==> config.mk <==
export PLATFORM = sky130hd
export DESIGN_NAME = instr_fetch_unit
export DESIGN_NICKNAME = d
export VERILOG_FILES = /design/src/rtl/instr_fetch_unit.sv
export SDC_FILE = /design/constraint.sdc
export NUM_CORES = 1
export LEC_CHECK = 0
export CAP_MARGIN = 20
export CORE_ASPECT_RATIO = 1.2
export CORE_UTILIZATION = 40
export DETAILED_ROUTE_END_ITERATION = 8
export PLACE_DENSITY = 0.72
export SLEW_MARGIN = 20
export SYNTH_ARGS = -nofsm -noshare
export SYNTH_HDL_FRONTEND = slang
export SYNTH_SLANG_ARGS = --single-unit
==> constraint.sdc <==
create_clock -name clk -period 9.7 [get_ports clk]
set_input_delay 2.425 -clock clk [delete_from_list [all_inputs] [get_ports clk]]
set_output_delay 2.425 -clock clk [all_outputs]
set_load 0.005 [all_outputs]
==> src/rtl/instr_fetch_unit.sv <==
// instr_fetch_unit: PC owner and fetch front end. It issues word reads to a
// synchronous instruction memory and buffers the responses in a small FIFO.
// The FIFO head is presented to the decoder over a valid/ready handshake.
// A redirect flushes the FIFO and restarts fetch at the new PC.
module instr_fetch_unit #(
  parameter int unsigned           XLEN       = 32,
  parameter logic [XLEN-1:0]       RESET_PC   = '0,
  parameter int unsigned           FIFO_DEPTH = 2
) (
  input  logic            clk,
  input  logic            rst,
  output logic            imem_req,
  output logic [XLEN-1:0] imem_addr,
  input  logic [XLEN-1:0] imem_rdata,
  input  logic            redirect_valid,
  input  logic [XLEN-1:0] redirect_pc,
  output logic            instr_valid,
  output logic [XLEN-1:0] instr,
  output logic [XLEN-1:0] instr_pc,
  input  logic            instr_ready
);

  localparam int unsigned AW = (FIFO_DEPTH > 1) ? $clog2(FIFO_DEPTH) : 1;
  localparam int unsigned CW = AW + 1;

  typedef enum logic {BOOT, RUN} state_t;

  state_t          r_state;
  state_t          w_state_nxt;

  logic [XLEN-1:0] r_pc;
  logic [XLEN-1:0] r_req_pc;
  logic            r_inflight;
  logic            r_kill;

  logic [XLEN-1:0] r_fifo_pc   [FIFO_DEPTH];
  logic [XLEN-1:0] r_fifo_data [FIFO_DEPTH];
  logic [AW-1:0]   r_wptr;
  logic [AW-1:0]   r_rptr;
  logic [CW-1:0]   r_count;

  logic            w_pop;
  logic            w_push;
  logic            w_req;
  logic [CW:0]     w_occ;

  // Handshake and occupancy terms shared by the FSM outputs and datapath
  always_comb begin
    w_pop  = instr_valid && instr_ready;
    w_push = r_inflight && !r_kill && !redirect_valid;
    w_occ  = {1'b0, r_count} + {{CW{1'b0}}, r_inflight} - {{CW{1'b0}}, w_pop};
  end

  // State register
  always_ff @(posedge clk or negedge rst) begin
    if (!rst) r_state <= BOOT;
    else      r_state <= w_state_nxt;
  end

  // Next-state logic: BOOT lasts exactly one cycle after reset release
  always_comb begin
    w_state_nxt = r_state;
    case (r_state)
      BOOT:    w_state_nxt = RUN;
      RUN:     w_state_nxt = RUN;
      default: w_state_nxt = BOOT;
    endcase
  end

  // Output logic: request only when the response is guaranteed a FIFO slot
  always_comb begin
    w_req = 1'b0;
    if (r_state == RUN && !redirect_valid && (w_occ < (CW+1)'(FIFO_DEPTH)))
      w_req = 1'b1;
  end

  assign imem_req    = w_req;
  assign imem_addr   = r_pc;
  assign instr_valid = (r_count != '0);
  assign instr       = r_fifo_data[r_rptr];
  assign instr_pc    = r_fifo_pc[r_rptr];

  // PC, in-flight tracking and kill flag; redirect takes priority
  always_ff @(posedge clk or negedge rst) begin
    if (!rst) begin
      r_pc       <= RESET_PC;
      r_req_pc   <= '0;
      r_inflight <= 1'b0;
      r_kill     <= 1'b0;
    end else if (redirect_valid) begin
      r_pc       <= redirect_pc & ~XLEN'(3);
      r_inflight <= 1'b0;
      r_kill     <= r_inflight;
    end else begin
      r_kill     <= 1'b0;
      r_inflight <= w_req;
      if (w_req) begin
        r_pc     <= r_pc + XLEN'(4);
        r_req_pc <= r_pc;
      end
    end
  end

  // Instruction FIFO storage, pointers and occupancy count
  always_ff @(posedge clk or negedge rst) begin
    if (!rst) begin
      for (int unsigned i = 0; i < FIFO_DEPTH; i++) begin
        r_fifo_pc[i]   <= '0;
        r_fifo_data[i] <= '0;
      end
      r_wptr  <= '0;
      r_rptr  <= '0;
      r_count <= '0;
    end else if (redirect_valid) begin
      r_wptr  <= '0;
      r_rptr  <= '0;
      r_count <= '0;
    end else begin
      if (w_push) begin
        r_fifo_pc[r_wptr]   <= r_req_pc;
        r_fifo_data[r_wptr] <= imem_rdata;
        r_wptr              <= r_wptr + AW'(1);
      end
      if (w_pop)
        r_rptr <= r_rptr + AW'(1);
      case ({w_push, w_pop})
        2'b10:   r_count <= r_count + CW'(1);
        2'b01:   r_count <= r_count - CW'(1);
        default: r_count <= r_count;
      endcase
    end
  end

  // Request gating must never let a response land in a full FIFO
  always_ff @(posedge clk) begin
    if (rst)
      assert (!(w_push && !w_pop && r_count == CW'(FIFO_DEPTH)));
  end

endmodule
; ---- Yosys cells after proc, flatten, opt, wreduce, memory -nomap -nowiden
; Cells that the tools add are included.
[op_classes]
addsub = 7
n_lt_le_gt_ge = 4
eq_ne = 2
muxes = 21
bitwise = 3
n_reduce_logical = 15
[op_table]
columns = operator, n
row1 = 32-bit 2-to-1 mux, 9
row2 = 64-bit bitwise mux, 2
row3 = 32-bit by 3-bit adder with 32-bit output (second input constant), 1
row4 = 32-bit demux with 1-bit select, 1
row5 = 2-bit nonzero test, 4
row6 = 1-bit 2-to-1 mux, 7
row7 = 1-bit logical AND, 6
row8 = 2-bit >= comparator (second input constant), 2
row9 = 1-bit NOT with 2-bit output, 2
row10 = 2-bit one-hot mux with 2 select lines, 1
row11 = 2-bit AND reduction, 2
row12 = 2-bit by 1-bit adder with 3-bit output, 1
row13 = 3-bit by 2-bit < comparator with 1-bit output (second input constant), 1
row14 = 3-bit nonzero test, 1
row15 = 3-bit by 1-bit subtractor with 3-bit output, 1
row16 = 1-bit adder (second input constant), 2
row17 = 2-bit by 1-bit adder with 2-bit output (second input constant), 1
row18 = 2-bit by 1-bit equality test with 1-bit output (second input constant), 1
row19 = 2-bit equality test (second input constant), 1
row20 = 1-bit zero test, 2
row21 = 2-bit by 1-bit < comparator with 1-bit output (second input constant), 1
row22 = 2-bit 2-to-1 mux, 1
row23 = 2-bit by 1-bit subtractor with 2-bit output (second input constant), 1
row24 = 1-bit NOT, 1
[totals]
ff_bits = 199
inputBits = 68
out_inout_bits = 98
elab_cells = 64

; ---- Logic depth before layout (Yosys ltp)
[depth]
ltp_word = 8
ltp_mapped = 14
ltp_nobuf = 12

; ---- Worst setup path before layout
; OpenSTA, ideal clock, no wires.
[synth_timing]
kind = input to output
start = input instr_ready
end = output imem_req
t_arrival_ns = 4.441
required_ns = 7.275
slack_ns = 2.834
stages = 11
n_path_buf = 3
cell_sequence = nand2_1 > inv_1 > ha_1 > nand2b_1 > fa_1 > xor2_1 > or3_1 > clkbuf_1 > inv_1 > buf_2 > buf_2
[synth_via]
elab_chain_len = 5
[synth_lines]
columns = item, line_no
row1 = start: declaration, 20  ; input logic instr_ready
row2 = 1-bit logical AND, 49  ; w_pop = instr_valid && instr_ready;
row3 = 3-bit by 1-bit subtractor with 3-bit output, 51  ; w_occ = {1'b0, r_count} + {{CW{1'b0}}, r_inflight} - {{CW{1'b0}}, w_pop};
row4 = 3-bit by 2-bit < comparator with 1-bit output, 73  ; if (r_state == RUN && !redirect_valid && (w_occ < (CW+1)'(FIFO_DEPTH)))
row5 = 1-bit logical AND, 73
row6 = 1-bit 2-to-1 mux, 73
row7 = end: declaration, 12  ; output logic imem_req,
; Every way passes these cells.

; ---- Worst setup path after layout
; Same ends and word-level chain as after synthesis.

==> impl_metrics.env <==
export IMPL_fp_dieArea_sq_um=22200
export IMPL_static_leakage_power_nw=4.80
export IMPL_grt_max_degree=114
export IMPL_totalWireLength_microns=19600
export IMPL_areaGrowthSynthToFinish_pct=27.5
export IMPL_tritoncts_clock_tree="built"
export IMPL_grt_pass1_wl_microns=31400
export IMPL_detailedRoute_firstIterationViolations=412
export IMPL_critical_path_max_stage_delay_ps=500
export IMPL_postSynth_topFlopCell="sky130_fd_sc_hd__dfrtp_1"
export IMPL_cts_hold_repair_buffers=0
export IMPL_final_setup_skew_ps=13.1
export IMPL_place_hpwl_microns=12500
export IMPL_power_density_nw_per_um2=278
export IMPL_clk_root_buffer_cell="sky130_fd_sc_hd__clkbuf_16"
export IMPL_route_vias_total=6022
export IMPL_critPathSlowestCell="sky130_fd_sc_hd__clkdlybuf4s50_1"
export IMPL_core_area_sq_um=21100
export IMPL_timing_fmax_ghz=0.133
export IMPL_crit_path_max_fanout=3
export IMPL_critical_path_cell_chain="clkdlybuf4s50_1 > nand2_1 > inv_1 > ha_1 > nand2b_1 > fa_1 > xor2_1 > or3_2 > inv_1 > clkdlybuf4s50_1"
export IMPL_post_route_cell_area_sq_um=11000
export IMPL_die_x_microns=136
export IMPL_synth_compound_gate_area_share=0.0474
export IMPL_number_of_sinks_driven_by_the_clock_tree=191
export IMPL_worstPathBufferInverterCount=4
export IMPL_placed_area_sq_um=10500
export IMPL_holdCritPathClass="register to register"
export IMPL_synth_warning_count=0
export IMPL_clock_insertion_delay_worst_skew_ps=430
export IMPL_required_ps=7280
export IMPL_final_period_minus_worst_setup_slack_ps=7540
export IMPL_placement_rows=58
export IMPL_max_clock_path_buffers=2
export IMPL_synth_adder_area_share=0.00520
export IMPL_final_nets=924
export IMPL_timing_critical_path_max_delay_family="buffers and inverters"
export IMPL_route_detailed_wl_per_inst_microns=17.2
export IMPL_floorplan_io_pins=166
export IMPL_post_cts_resized=0
export IMPL_ant_nets=0
export IMPL_cts_reportedPaths_clkPinSlew_ps=60
export IMPL_cts_max_level=4
export IMPL_ys_types=49
export IMPL_report_final_hold_viol_count=0
export IMPL_yosys_mux_area_fraction=0.243
export IMPL_post_cts_buffers=0
export IMPL_worst_slew_margin_rel=0.366
export IMPL_avgViaCountPerCell=5.30
export IMPL_diode_insertion_count_for_antenna_repair=0
export IMPL_period_share=0.777
export IMPL_worst_setup_path_type="primary input to output pin"
export IMPL_endpoint_type_of_the_worst_setup_path="output pin"
export IMPL_xor_xnor_portion_of_the_synthesized_cell_area=0.00910
export IMPL_cts_buffers_inserted=17
export IMPL_detail_route_drc_violations=0
export IMPL_grt_pass1_vias=6055
export IMPL_synth_simple_gate_area_share=0.114
export IMPL_total_power_mw=3.07
export IMPL_transition_at_the_pin_with_the_smallest_max_transition_slack_ps=951
export IMPL_finalSetupViolations=0
export IMPL_initial_utilization=0.410
export IMPL_firstDrtPassIters=5
export IMPL_synth_enable_flop_cells=0
export IMPL_initial_antenna_violation_count=0
export IMPL_largest_family_of_logic_cells_by_synthesized_area="multiplexers"
export IMPL_synth_async_sr_flop_share=1.00
export IMPL_post_route_util=0.523
export IMPL_run_status="finished, final reports clean"
export IMPL_post_synth_inst_count=713
export IMPL_mappedNetlistArea_sq_um=8660
export IMPL_io_buffer_count=159
export IMPL_globalRouteTotalUtil=0.181
export IMPL_worst_setup_path_start_kind="primary input"
export IMPL_gp_routability_congestion=0.792
export IMPL_fin_worst_hold_slack_ps=498
export IMPL_die_y_microns=163
export IMPL_finalSetupTns_ps=0
export IMPL_avgSynthCellArea_sq_um=12.1
export IMPL_final_max_slew_violation_count=0
export IMPL_drv_cap=0
export IMPL_ys_seq_area_frac=0.552
export IMPL_timing_critical_path_arrival_ps=5110
export IMPL_yosys_register_bits=191
export IMPL_vdd_ir_drop_worst_uv=131
export IMPL_grt_remaining_overflow=0
export IMPL_grt_setup_unrepaired="no"
export IMPL_layout_cells_sized_above_1=0.277
==> synthesized netlist by cell type, drive strengths merged (4+ instances only) <==
library cell,n,area share
buf,27,0.016
xnor2,5,0.0051
nor4,4,0.0029
a221o,4,0.0048
nand4,17,0.012
mux2,186,0.24
nor3,6,0.0053
nor3b,4,0.0040
o311ai,8,0.0081
o21ai,18,0.010
nand3,20,0.013
nor2,15,0.0065
nand2,117,0.051
nor2b,4,0.0029
inv,6,0.0026
nand3b,4,0.0035
xor2,4,0.0040
o211ai,7,0.0061
dfrtp,191,0.55
clkbuf,22,0.0095
a22oi,8,0.0069
==> state kept, by name, indices dropped and copies added (netlist names) <==
name / flops
imem_addr: 30
r_count: 2
r_fifo_data: 64
r_fifo_pc: 60
r_inflight: 1
r_kill: 1
r_req_pc: 30
r_rptr: 1
r_state: 1
r_wptr: 1
==> where the power goes <==
part | switching [mW] | internal (mW) | leakage [nW]
clock | 0.306 | 0.392 | 0.278
sequential | 0.213 | 1.11 | 2.41
combinational | 0.357 | 0.686 | 2.11
total | 0.876 | 2.19 | 4.80
==> routing by layer <==
metal  track usage  wire length, microns
met5             0                     0
met4        0.0616                   326
met3        0.0354                  1040
met2         0.301                  9590
met1         0.235                  8610
==> worst register-to-register path: cells and delay by family (launching register included) <==
kind,cells,cell delay (ps)
AO/OA/AOI/OAI,2,450
XOR/XNOR,1,140
buffers and inverters,4,850
adder cells (fa/ha/maj),2,640
flip-flops,1,460
AND/OR/NAND/NOR,5,1210
==> final cells by class <==
| class | count | area [sq um] |
|---|---|---|
| Inverter | 6 | 22.5 |
| Clock buffer | 19 | 443 |
| Fill cell | 1840 | 10100 |
| Sequential cell | 191 | 4780 |
| Timing Repair Buffer | 167 | 1660 |
| Multi-Input combinational cell | 470 | 3660 |
| Clock inverter | 13 | 148 |
| Tap cell | 270 | 338 |
==> logic make-up (layout without fill, tap and decap cells) <==
| logic type | Yosys count | count (layout) |
|---|---|---|
| flip-flops | 191 | 191 |
| AND/OR/NAND/NOR | 208 | 208 |
| AO/OA/AOI/OAI | 58 | 58 |
| multiplexers | 187 | 187 |
| buffers and inverters | 55 | 205 |
| XOR/XNOR | 9 | 9 |
| other | 2 | 5 |
| adder cells (fa/ha/maj) | 3 | 3 |
==> final timing paths <==
path / cells after the start / end / startpoint / slack, ps
setup / recovery: 10 / imem_req / instr_ready / 2160
hold / removal: 2 / r_req_pc[5] / r_req_pc[5] / 500
setup reg to reg: 14 / imem_addr[22] / r_count[1] / 5850
hold reg to reg: 2 / r_req_pc[5] / r_req_pc[5] / 500
max in group asynchronous: 2 / imem_addr[6] / rst / 6030
min in group asynchronous: 1 / r_fifo_data[8] / rst / 2130
==> stage by stage <==
| step | setup WS [ps] | std cells |
|---|---|---|
| 6_report | 2160 | 1136 |
| 2_1_floorplan | 2830 | 716 |
| 5_1_grt | 2040 | 1136 |
| 4_1_cts | 2140 | 1136 |
| 3_3_place_gp | 2170 | 1104 |
| 3_5_place_dp | 2140 | 1104 |
==> cells in the final DEF (no fill, tap or decap), drive strengths merged, types with 3 or more instances in the layout <==
| cell | synthesis | layout |
|---|---|---|
| nor4 | 4 | 4 |
| dfrtp | 191 | 191 |
| nor2b | 4 | 4 |
| o211ai | 7 | 7 |
| o311ai | 8 | 8 |
| nand4 | 17 | 17 |
| and3 | 3 | 3 |
| nand2b | 3 | 3 |
| nor2 | 15 | 15 |
| nand3b | 4 | 4 |
| inv | 6 | 12 |
| a22oi | 8 | 8 |
| a211o | 3 | 3 |
| xnor2 | 5 | 5 |
| a221o | 4 | 4 |
| nor3b | 4 | 4 |
| nor3 | 6 | 6 |
| a21oi | 3 | 3 |
| clkinvlp | 0 | 4 |
| conb | 2 | 5 |
| nand3 | 20 | 20 |
| clkdlybuf4s50 | 0 | 158 |
| o21ai | 18 | 18 |
| clkbuf | 22 | 20 |
| buf | 27 | 8 |
| mux2 | 186 | 186 |
| nand2 | 117 | 117 |
| xor2 | 4 | 4 |
Note: power is estimated with default switching activity, not from simulation.
